--- src/rtl/fpu_multicycle_sched_if.sv ---
// Handshake bundle between decode/issue and the iterative FPU scheduler.
// Covers request, hazard query, unit control and completion signals.
interface fpu_multicycle_sched_if #(
    parameter int ISSUE_NUM = 2
);
    logic                   flush;
    logic [ISSUE_NUM-1:0]   req_valid;
    logic [ISSUE_NUM-1:0]   req_sqrt;
    logic [ISSUE_NUM*5-1:0] req_fd;
    logic [ISSUE_NUM-1:0]   req_fcsr_we;
    logic [ISSUE_NUM-1:0]   req_ready;
    logic [ISSUE_NUM*5-1:0] query_fs1;
    logic [ISSUE_NUM*5-1:0] query_fs2;
    logic [ISSUE_NUM*2-1:0] query_fs_en;
    logic [ISSUE_NUM-1:0]   query_fcsr_rd;
    logic [ISSUE_NUM-1:0]   hazard_stall;
    logic                   unit_start;
    logic                   unit_sqrt;
    logic                   unit_slot;
    logic                   done_valid;
    logic [4:0]             done_fd;
    logic                   done_fcsr_we;

    modport master (
        output flush, req_valid, req_sqrt, req_fd, req_fcsr_we,
        output query_fs1, query_fs2, query_fs_en, query_fcsr_rd,
        input  req_ready, hazard_stall,
        input  unit_start, unit_sqrt, unit_slot,
        input  done_valid, done_fd, done_fcsr_we
    );

    modport slave (
        input  flush, req_valid, req_sqrt, req_fd, req_fcsr_we,
        input  query_fs1, query_fs2, query_fs_en, query_fcsr_rd,
        output req_ready, hazard_stall,
        output unit_start, unit_sqrt, unit_slot,
        output done_valid, done_fd, done_fcsr_we
    );
endinterface

--- src/rtl/fpu_multicycle_sched.sv ---
// Scheduler for the shared iterative DIV.S/SQRT.S unit: in-order
// arbitration, busy countdown and RAW stalls against the pending result.
module fpu_multicycle_sched #(
    parameter int ISSUE_NUM = 2,
    parameter int DIV_LAT   = 10,
    parameter int SQRT_LAT  = 14
) (
    input  logic                  clk,
    input  logic                  rst,
    fpu_multicycle_sched_if.slave bus
);

    typedef enum logic [1:0] {IDLE, BUSY, DONE} state_t;

    state_t               state_q, state_d;
    logic [5:0]           cnt_q, cnt_d;
    logic [5:0]           lat_m1;
    logic                 first_q;
    logic [4:0]           pend_fd_q;
    logic                 pend_fcsr_q;
    logic                 sqrt_q;
    logic                 slot_q;
    logic                 accept;
    logic                 sel;
    logic [ISSUE_NUM-1:0] ready;
    logic [ISSUE_NUM-1:0] haz;

    assign sel    = ~bus.req_valid[0];
    assign lat_m1 = bus.req_sqrt[sel] ? 6'(SQRT_LAT - 1)
                                      : 6'(DIV_LAT - 1);

    always_comb begin
        state_d = state_q;
        cnt_d   = cnt_q;
        ready   = '0;
        accept  = 1'b0;
        unique case (state_q)
            IDLE: begin
                // Slot 1 is younger and only goes when slot 0 is silent.
                if (!bus.flush && !rst) begin
                    ready[0] = bus.req_valid[0];
                    ready[1] = bus.req_valid[1] & ~bus.req_valid[0];
                end
                accept = |ready;
                if (accept) begin
                    state_d = BUSY;
                    cnt_d   = lat_m1;
                end
            end
            BUSY: begin
                cnt_d = cnt_q - 6'd1;
                if (cnt_q == 6'd0) begin
                    state_d = DONE;
                    cnt_d   = 6'd0;
                end
            end
            DONE:    state_d = IDLE;
            default: state_d = IDLE;
        endcase
    end

    always_comb begin
        haz = '0;
        for (int i = 0; i < ISSUE_NUM; i++) begin
            haz[i] = (state_q != IDLE) &&
                     ((bus.query_fs_en[2*i]   &&
                       bus.query_fs1[5*i +: 5] == pend_fd_q) ||
                      (bus.query_fs_en[2*i+1] &&
                       bus.query_fs2[5*i +: 5] == pend_fd_q) ||
                      (bus.query_fcsr_rd[i] && pend_fcsr_q));
        end
    end

    always_ff @(posedge clk) begin
        if (rst) begin
            state_q     <= IDLE;
            cnt_q       <= 6'd0;
            first_q     <= 1'b0;
            pend_fd_q   <= 5'd0;
            pend_fcsr_q <= 1'b0;
            sqrt_q      <= 1'b0;
            slot_q      <= 1'b0;
        end else begin
            state_q <= state_d;
            cnt_q   <= cnt_d;
            first_q <= accept;
            if (accept) begin
                pend_fd_q   <= sel ? bus.req_fd[9:5] : bus.req_fd[4:0];
                pend_fcsr_q <= bus.req_fcsr_we[sel];
                sqrt_q      <= bus.req_sqrt[sel];
                slot_q      <= sel;
            end
        end
    end

    assign bus.req_ready    = ready;
    assign bus.hazard_stall = haz;
    assign bus.unit_start   = (state_q == BUSY) && first_q;
    assign bus.unit_sqrt    = sqrt_q;
    assign bus.unit_slot    = slot_q;
    assign bus.done_valid   = (state_q == DONE);
    assign bus.done_fd      = (state_q == DONE) ? pend_fd_q : 5'd0;
    assign bus.done_fcsr_we = (state_q == DONE) && pend_fcsr_q;

endmodule

--- src/flat_wrapper.sv ---
// flat-port wrapper written by rule: the top's interface ports become plain ports
module fpu_multicycle_sched_flat 
#(
    parameter int ISSUE_NUM = 2,
    parameter int DIV_LAT   = 10,
    parameter int SQRT_LAT  = 14
)
  (clk, rst, bus_flush, bus_req_valid, bus_req_sqrt, bus_req_fd, bus_req_fcsr_we, bus_query_fs1, bus_query_fs2, bus_query_fs_en, bus_query_fcsr_rd, bus_req_ready, bus_hazard_stall, bus_unit_start, bus_unit_sqrt, bus_unit_slot, bus_done_valid, bus_done_fd, bus_done_fcsr_we);
  fpu_multicycle_sched_if #(.ISSUE_NUM(ISSUE_NUM)) bus_i ();
  input  logic clk;
  input  logic rst;
  input wire logic [$bits(bus_i.flush)-1:0] bus_flush;
  input wire logic [$bits(bus_i.req_valid)-1:0] bus_req_valid;
  input wire logic [$bits(bus_i.req_sqrt)-1:0] bus_req_sqrt;
  input wire logic [$bits(bus_i.req_fd)-1:0] bus_req_fd;
  input wire logic [$bits(bus_i.req_fcsr_we)-1:0] bus_req_fcsr_we;
  input wire logic [$bits(bus_i.query_fs1)-1:0] bus_query_fs1;
  input wire logic [$bits(bus_i.query_fs2)-1:0] bus_query_fs2;
  input wire logic [$bits(bus_i.query_fs_en)-1:0] bus_query_fs_en;
  input wire logic [$bits(bus_i.query_fcsr_rd)-1:0] bus_query_fcsr_rd;
  output wire logic [$bits(bus_i.req_ready)-1:0] bus_req_ready;
  output wire logic [$bits(bus_i.hazard_stall)-1:0] bus_hazard_stall;
  output wire logic [$bits(bus_i.unit_start)-1:0] bus_unit_start;
  output wire logic [$bits(bus_i.unit_sqrt)-1:0] bus_unit_sqrt;
  output wire logic [$bits(bus_i.unit_slot)-1:0] bus_unit_slot;
  output wire logic [$bits(bus_i.done_valid)-1:0] bus_done_valid;
  output wire logic [$bits(bus_i.done_fd)-1:0] bus_done_fd;
  output wire logic [$bits(bus_i.done_fcsr_we)-1:0] bus_done_fcsr_we;
  assign bus_i.flush = bus_flush;
  assign bus_i.req_valid = bus_req_valid;
  assign bus_i.req_sqrt = bus_req_sqrt;
  assign bus_i.req_fd = bus_req_fd;
  assign bus_i.req_fcsr_we = bus_req_fcsr_we;
  assign bus_i.query_fs1 = bus_query_fs1;
  assign bus_i.query_fs2 = bus_query_fs2;
  assign bus_i.query_fs_en = bus_query_fs_en;
  assign bus_i.query_fcsr_rd = bus_query_fcsr_rd;
  assign bus_req_ready = bus_i.req_ready;
  assign bus_hazard_stall = bus_i.hazard_stall;
  assign bus_unit_start = bus_i.unit_start;
  assign bus_unit_sqrt = bus_i.unit_sqrt;
  assign bus_unit_slot = bus_i.unit_slot;
  assign bus_done_valid = bus_i.done_valid;
  assign bus_done_fd = bus_i.done_fd;
  assign bus_done_fcsr_we = bus_i.done_fcsr_we;
  fpu_multicycle_sched #(.ISSUE_NUM(ISSUE_NUM), .DIV_LAT(DIV_LAT), .SQRT_LAT(SQRT_LAT)) u_core (.clk(clk), .rst(rst), .bus(bus_i));
endmodule
--- config.mk ---
export PLATFORM = sky130hd
export DESIGN_NAME = fpu_multicycle_sched_flat
export DESIGN_NICKNAME = d
export VERILOG_FILES = /design/src/rtl/fpu_multicycle_sched_if.sv /design/src/rtl/fpu_multicycle_sched.sv /design/src/flat_wrapper.sv
export SDC_FILE = /design/constraint.sdc
export NUM_CORES = 1
export LEC_CHECK = 0
export CAP_MARGIN = 5
export CELL_PAD_IN_SITES_DETAIL_PLACEMENT = 0
export CELL_PAD_IN_SITES_GLOBAL_PLACEMENT = 2
export CORE_MARGIN = 10
export CORE_UTILIZATION = 30
export DETAILED_ROUTE_END_ITERATION = 8
export DONT_BUFFER_PORTS = 1
export GPL_ROUTABILITY_DRIVEN = 0
export GPL_TIMING_DRIVEN = 1
export PLACE_DENSITY_LB_ADDON = 0.1
export SYNTH_ARGS = -nofsm -noshare
export SYNTH_HDL_FRONTEND = slang
export SYNTH_SLANG_ARGS = --single-unit
--- constraint.sdc ---
create_clock -name clk -period 1.5 [get_ports clk]
set_input_delay 0.45 -clock clk [delete_from_list [all_inputs] [get_ports clk]]
set_output_delay 0.45 -clock clk [all_outputs]
set_load 0.02 [all_outputs]
==> results of run 1 <==
final timing paths:
check,to,cells past startpoint,startpoint
setup / recovery,bus_hazard_stall[0],5,u_core.pend_fd_q[2]$_SDFFE_PP0P_
hold / removal,u_core.pend_fd_q[3]$_SDFFE_PP0P_,1,rst
setup reg to reg,u_core.cnt_q[5]$_SDFFE_PP0P_,7,u_core.cnt_q[0]$_SDFFE_PP0P_
hold reg to reg,u_core.cnt_q[5]$_SDFFE_PP0P_,2,u_core.cnt_q[5]$_SDFFE_PP0P_
cells in the mapped netlist:
cell type / n / area [um^2]
o21ai_0: 5 / 25.0
a32oi_1: 2 / 17.5
mux2i_1: 7 / 70.1
nor3b_1: 1 / 7.51
nand3_1: 1 / 5.00
dfxtp_1: 17 / 340
nor2b_1: 1 / 6.26
a21oi_1: 6 / 30.0
a211oi_2: 2 / 25.0
and2_1: 7 / 43.8
xnor2_1: 4 / 35.0
a211oi_1: 6 / 45.0
inv_1: 7 / 26.3
nand3b_1: 1 / 7.51
o211ai_1: 1 / 7.51
o311a_1: 1 / 10.0
and3b_1: 1 / 8.76
nor3_1: 3 / 15.0
nor4_2: 1 / 12.5
nor2_1: 10 / 37.5
nand2_1: 8 / 30.0
o21ai_2: 1 / 8.76
or2_2: 1 / 6.26
o21bai_1: 1 / 7.51
clkinv_4: 1 / 8.76
nor2_2: 2 / 12.5
nor4_1: 4 / 25.0
mux2_2: 1 / 11.3
xor2_1: 17 / 149
ha_1: 2 / 25.0
a211o_1: 1 / 8.76
buf_2: 4 / 20.0
nand4_1: 2 / 12.5
clkbuf_1: 4 / 15.0
buf_12: 1 / 20.0
nand2b_1: 1 / 6.26
nor4_4: 1 / 21.3
worst max-delay path: cells and delay by family (launching register included):
family,cells,cell delay [ns]
compound gates,1,0.15
xor+xnor,1,0.16
buf+inv,1,0.15
flops,1,0.35
simple gates,2,0.44
routing by layer:
metal | track usage | share of wire
met1 | 0.125 | 0.47
met2 | 0.140 | 0.41
met5 | 0 | 0
met3 | 0.0421 | 0.11
met4 | 0.0204 | 0.0065
power breakdown:
part / internal (uW) / total (uW) / switching, uW
registers: 500 / 556 / 55.9
logic: 235 / 459 / 224
clock network: 187 / 356 / 169
total: 922 / 1370 / 449
logic make-up after synthesis:
| group | count (synthesis) | share of synthesized area |
|---|---|---|
| flip-flops | 17 | 0.292 |
| XOR/XNOR | 21 | 0.158 |
| AND/OR/NAND/NOR | 45 | 0.222 |
| buffers and inverters | 17 | 0.0774 |
| adder cells (fa/ha/maj) | 2 | 0.0215 |
| multiplexers | 8 | 0.0699 |
| AO/OA/AOI/OAI | 26 | 0.159 |
state kept, by name, indices dropped and copies added, names as in the netlist:
signal / count
u_core.first_q: 1
u_core.bus.unit_slot: 1
u_core.pend_fd_q: 5
u_core.bus.unit_sqrt: 1
u_core.pend_fcsr_q: 1
u_core.state_q: 2
u_core.cnt_q: 6
area by class of cell:
class	instances	area, um^2	area share
Inverter	8	35.0	0.0235
Timing Repair Buffer	24	184	0.123
Clock buffer	3	41.3	0.0277
Multi-Input combinational cell	102	806	0.541
Clock inverter	1	7.51	0.00504
Sequential cell	17	357	0.239
Tap cell	48	60.1	0.0403
what timing repair did:
action	in CTS	in global routing
gates resized for setup	30	5
endpoints found under the hold margin	0	0
pin swaps	13	7
setup buffers	2	2
endpoints found under the setup margin	14	18
stage by stage:
step                      utilization  TNS, ns
after floorplan                     -   -0.332
after global placement          0.360   -0.773
after detailed placement        0.360   -0.736
after CTS                       0.391    -1.53
after global routing            0.401    -2.04
final                           0.401    -1.34
==> metrics.cfg, run 1 <==
[run_status]
outcome = complete, but fails checks
violations = setup timing

[power]
power_uw = 1370
powerDensity_nw_per_um2 = 920
p_leak_uw = 0.000627
peakVddDrop_mv = 0.597

[run]
maxCapViolCount = 0

[sta]
worst_pin_slew_ns = 0.335
fin_skew_ns = 0.00679
report.final.hold_viol_count = 0
holdWs_ns = 0.244
slew_headroom = 0.776
fmax_mhz = 514
drv_slew = 0
rsz0062_at_grt = true
post-route-period-util = 1.30
setup_viol = 10
finalCriticalPeriod_ns = 1.95
setup_ws_ns = -0.446

[grt]
grt_pass1_wl_um = 4940
grt_max_degree = 16
globalRouteOverflowTotal = 0
grt_pass1_vias = 981
track_usage = 0.0952
antenna_found_initial = 0

[synthesis]
ys_seq_area_frac = 0.292
syn-cell-area_um2 = 1160
synthCells = 136
avgSynthCellArea_um2 = 8.56
ys_seq_elements = 17
yosys_warnings = 0
syn_nets = 183
synth.distinct_cells = 37

[route]
ant_nets = 0
drc = 0
first_iter_violations = 25
viasPerCell = 4.88
wl_um = 3390
first_pass_iters = 4
post_drt_wl_per_cell_um = 16.7
vias = 990

[worst_setup_path]
cp.arrival_ns = 1.50
critPathMaxFanout = 3
cp-end-kind = primary output
worst_ep_required_time_ns = 1.05
critPathMaxStageDelay_ns = 0.35
worst_setup_path_start_kind = flop
path_class = reg2out
rrSetupSlack_ns = 0.08
slowest_stage = dfxtp_2
crit_chain = buf_4 > xor2_1 > nor4_2 > nand4_1 > o21ai_2

[placed_design]
place_hpwl_um = 2750
io_buffers = 0
dpl_worst_slack_ns = -0.311
place_area_um2 = 1340
dp_cells = 196

[final_layout]
final_common_cell = buf_4
layout.cells.non_filler = 203
layout_common_cells = buf_4, xor2_1, nor2_1, dfxtp_1, nand2_1
drive_gt1_frac = 0.400
area_delta_synth_final_pct = 28.1
nFillCells = 390
fin_nets = 203
n_antenna_cell = 0
stdcell_area_um2 = 1490

[clock_network]
cts_root_buf = clkbuf_8
cts-buffers-inserted = 3
clk_pin_slew_ns = 0.07
clockBufferDepth = 2
worstSkewPairLatency_ns = 0.25
cts_hold_buf = 0
htreeDepth = 1
clock_sinks = 17
cts_tree = done

[floorplan]
die-area_um2 = 6770
start_util = 0.313
rows = 22
io_pins = 59
die_w_um = 82.3
core_area_um2 = 3720
dieHeight_um = 82.3

[worst_hold_path]
hold_class = in2reg

Note: power is estimated with default switching activity, not from simulation.
==> run 2, diff against run 1 <==
--- a/config.mk
+++ b/config.mk
@@ -9,7 +9,8 @@
 export CELL_PAD_IN_SITES_DETAIL_PLACEMENT = 0
 export CELL_PAD_IN_SITES_GLOBAL_PLACEMENT = 2
 export CORE_MARGIN = 10
-export CORE_UTILIZATION = 30
+export CORE_UTILIZATION = 25
+export CTS_CLUSTER_DIAMETER = 30
 export DETAILED_ROUTE_END_ITERATION = 8
 export DONT_BUFFER_PORTS = 1
 export GPL_ROUTABILITY_DRIVEN = 0
==> run 2 against run 1 <==
The run still ends with setup timing left. Count of clock-buffer cells in the layout is 1 higher. Total power is 2.0% lower. Die area is 15% higher. Setup slack worse by 0.032 ns. Clock skew is 0.0046 ns lower. Largest power group unchanged. Sequential share of layout area is 0.15 points higher.
==> metrics.cfg, run 2 (synthesis gave the netlist of run 1 again) <==
[power]
powerDensity_nw_per_um2 = 895  ; was 920 nW/um^2
peakVddDrop_mv = 0.306  ; was 0.597 mV
power_uw = 1340  ; was 1370 uW
p_leak_uw = 0.000607  ; was 0.000627 uW

[final_layout]
fin_nets = 198  ; was 203
area_delta_synth_final_pct = 29.0  ; was 28.1%
nFillCells = 484  ; was 390
top_regs = u_core.cnt_q x6, u_core.pend_fd_q x5, u_core.state_q x2  ; unchanged
top_register = u_core.cnt_q  ; unchanged
largest_reg_flops = 6  ; unchanged
layout_common_cells = buf_4, xor2_1, nor2_1, dfxtp_1, nand2_1  ; unchanged
regArea_um2 = 362  ; was 357 um^2
final_util = 0.338  ; was 0.401
drive_gt1_frac = 0.393  ; was 0.400
final_common_cell = buf_4  ; unchanged
n_antenna_cell = 0  ; unchanged
multiInputGateArea_um2 = 841  ; was 806 um^2

[run_status]
violations = setup timing  ; unchanged
outcome = complete, but fails checks  ; unchanged

[floorplan]
io_pins = 59  ; unchanged
rows = 24  ; was 22
dieHeight_um = 88.2  ; was 82.3 um
core_area_um2 = 4440  ; was 3720 um^2
die_w_um = 88.2  ; was 82.3 um
die-area_um2 = 7780  ; was 6770 um^2
start_util = 0.262  ; was 0.313

[worst_hold_path]
hold_class = in2reg  ; unchanged
min-delay-start = rst  ; unchanged

[route]
post_drt_wl_per_cell_um = 17.8  ; was 16.7 um
first_iter_violations = 21  ; was 25
first_pass_iters = 4  ; unchanged
wl_um = 3600  ; was 3390 um
vias = 985  ; was 990
ant_nets = 0  ; unchanged
drc = 0  ; unchanged
viasPerCell = 4.88  ; about the same

[placed_design]
place_hpwl_um = 2870  ; was 2750 um
dpl_worst_slack_ns = -0.373  ; was -0.311 ns
io_buffers = 0  ; unchanged

[grt]
grt_pass1_wl_um = 5260  ; was 4940 um
track_usage = 0.0882  ; was 0.0952
antenna_found_initial = 0  ; unchanged
grt_pass1_vias = 1013  ; was 981
globalRouteOverflowTotal = 0  ; unchanged
grt_max_degree = 16  ; unchanged

[sta]
rsz0062_at_grt = true  ; unchanged
fin_tns_setup_ns = -1.58  ; was -1.34 ns
drv_slew = 0  ; unchanged
setup_ws_ns = -0.478  ; was -0.446 ns
setup_viol = 11  ; was 10
fin_skew_ns = 0.00218  ; was 0.00679 ns
finalCriticalPeriod_ns = 1.98  ; was 1.95 ns
fmax_mhz = 506  ; was 514 MHz
slew_headroom = 0.733  ; was 0.776
post-route-period-util = 1.32  ; was 1.30
report.final.hold_viol_count = 0  ; unchanged
holdWs_ns = 0.249  ; was 0.244 ns
worst_pin_slew_ns = 0.398  ; was 0.335 ns

[worst_setup_path]
worst_ep_required_time_ns = 1.05  ; about the same
worst_setup_path_start_kind = flop  ; unchanged
path_class = reg2out  ; unchanged
cp-end-kind = primary output  ; unchanged
critPathMaxFanout = 6  ; was 3
r2r_start = u_core.cnt_q[0]$_SDFFE_PP0P_  ; unchanged
startpoint = u_core.pend_fd_q[4]$_SDFFE_PP0P_  ; was u_core.pend_fd_q[2]$_SDFFE_PP0P_
cp.arrival_ns = 1.53  ; was 1.50 ns

[clock_network]
clock_sinks = 17  ; unchanged
cts_root_buf = clkbuf_8  ; unchanged
clockBufferDepth = 2  ; unchanged
worstSkewPairLatency_ns = 0.25  ; about the same
clk_pin_slew_ns = 0.07  ; about the same
cts_hold_buf = 0  ; unchanged
cts-buffers-inserted = 3  ; unchanged
cts_tree = done  ; unchanged
htreeDepth = 1  ; unchanged

[run]
maxCapViolCount = 0  ; unchanged

-- run 2: cell types whose count changed in the layout (fill, tap and decap cells not counted), moves of 2 or more --
cell / delta
xor2_2: +3
dfxtp_4: +2
o21ai_2: -2
dfxtp_2: -2
xor2_1: -3
buf_6: +2
buf_4: -7
o21ai_4: +2
-- run 2: cell type report --
| class | instances | share of cell area |
|---|---|---|
| Clock buffer | 4 | 0.0300 |
| Inverter | 8 | 0.0233 |
| Multi-Input combinational cell | 102 | 0.560 |
| Sequential cell | 17 | 0.241 |
| Tap cell | 52 | 0.0433 |
| Timing Repair Buffer | 19 | 0.103 |
-- run 2: repair_timing --
action / 4_1_cts / 5_1_grt
resized for setup: 36 / 7
setup endpoints to repair: 14 / 12
buffers inserted: 3 / 1
cloned: 0 / 0
endpoints found under the hold margin: 0 / 0
pin swaps: 12 / 6
-- run 2: through the flow --
stage,area (um^2),std cells
after floorplan,1180,136
after global placement,1300,195
after detailed placement,1300,195
after CTS,1460,201
after global routing,1500,202
final,1500,202
-- run 2: worst max-delay path, cell delays in order (launching register included) --
cell and delay, ns:
dfxtp_4 0.37, buf_6 0.12, xor2_2 0.14, nor4_2 0.31, nand4_1 0.20, o21ai_4 0.14
-- run 2: layer usage --
metal / up-vias / part of all wire / track usage
li1: 495 / - / -
met1: 446 / 0.36 / 0.0825
met2: 40 / 0.50 / 0.162
met3: 4 / 0.12 / 0.0368
met4: 0 / 0.016 / 0.0441
met5: - / 0 / 0
-- run 2: power by group --
part | switching [uW] | internal (uW)
clock network | 157 | 188
logic | 224 | 213
registers | 62.1 | 500
-- run 2: final timing paths --
kind / endpoint / slack (ns) / cells past startpoint
max: bus_hazard_stall[1] / -0.48 / 5
min: u_core.pend_fd_q[2]$_SDFFE_PP0P_ / 0.25 / 1
max reg2reg: u_core.cnt_q[5]$_SDFFE_PP0P_ / 0.11 / 6
min reg2reg: u_core.cnt_q[5]$_SDFFE_PP0P_ / 0.49 / 2
==> run 3, diff against run 2 <==
--- a/config.mk
+++ b/config.mk
@@ -9,7 +9,7 @@
 export CELL_PAD_IN_SITES_DETAIL_PLACEMENT = 0
 export CELL_PAD_IN_SITES_GLOBAL_PLACEMENT = 2
 export CORE_MARGIN = 10
-export CORE_UTILIZATION = 25
+export CORE_UTILIZATION = 30
 export CTS_CLUSTER_DIAMETER = 30
 export DETAILED_ROUTE_END_ITERATION = 8
 export DONT_BUFFER_PORTS = 1
==> results of run 3 <==
No change in the layout: final DEF, timing and power equal those of run 1.
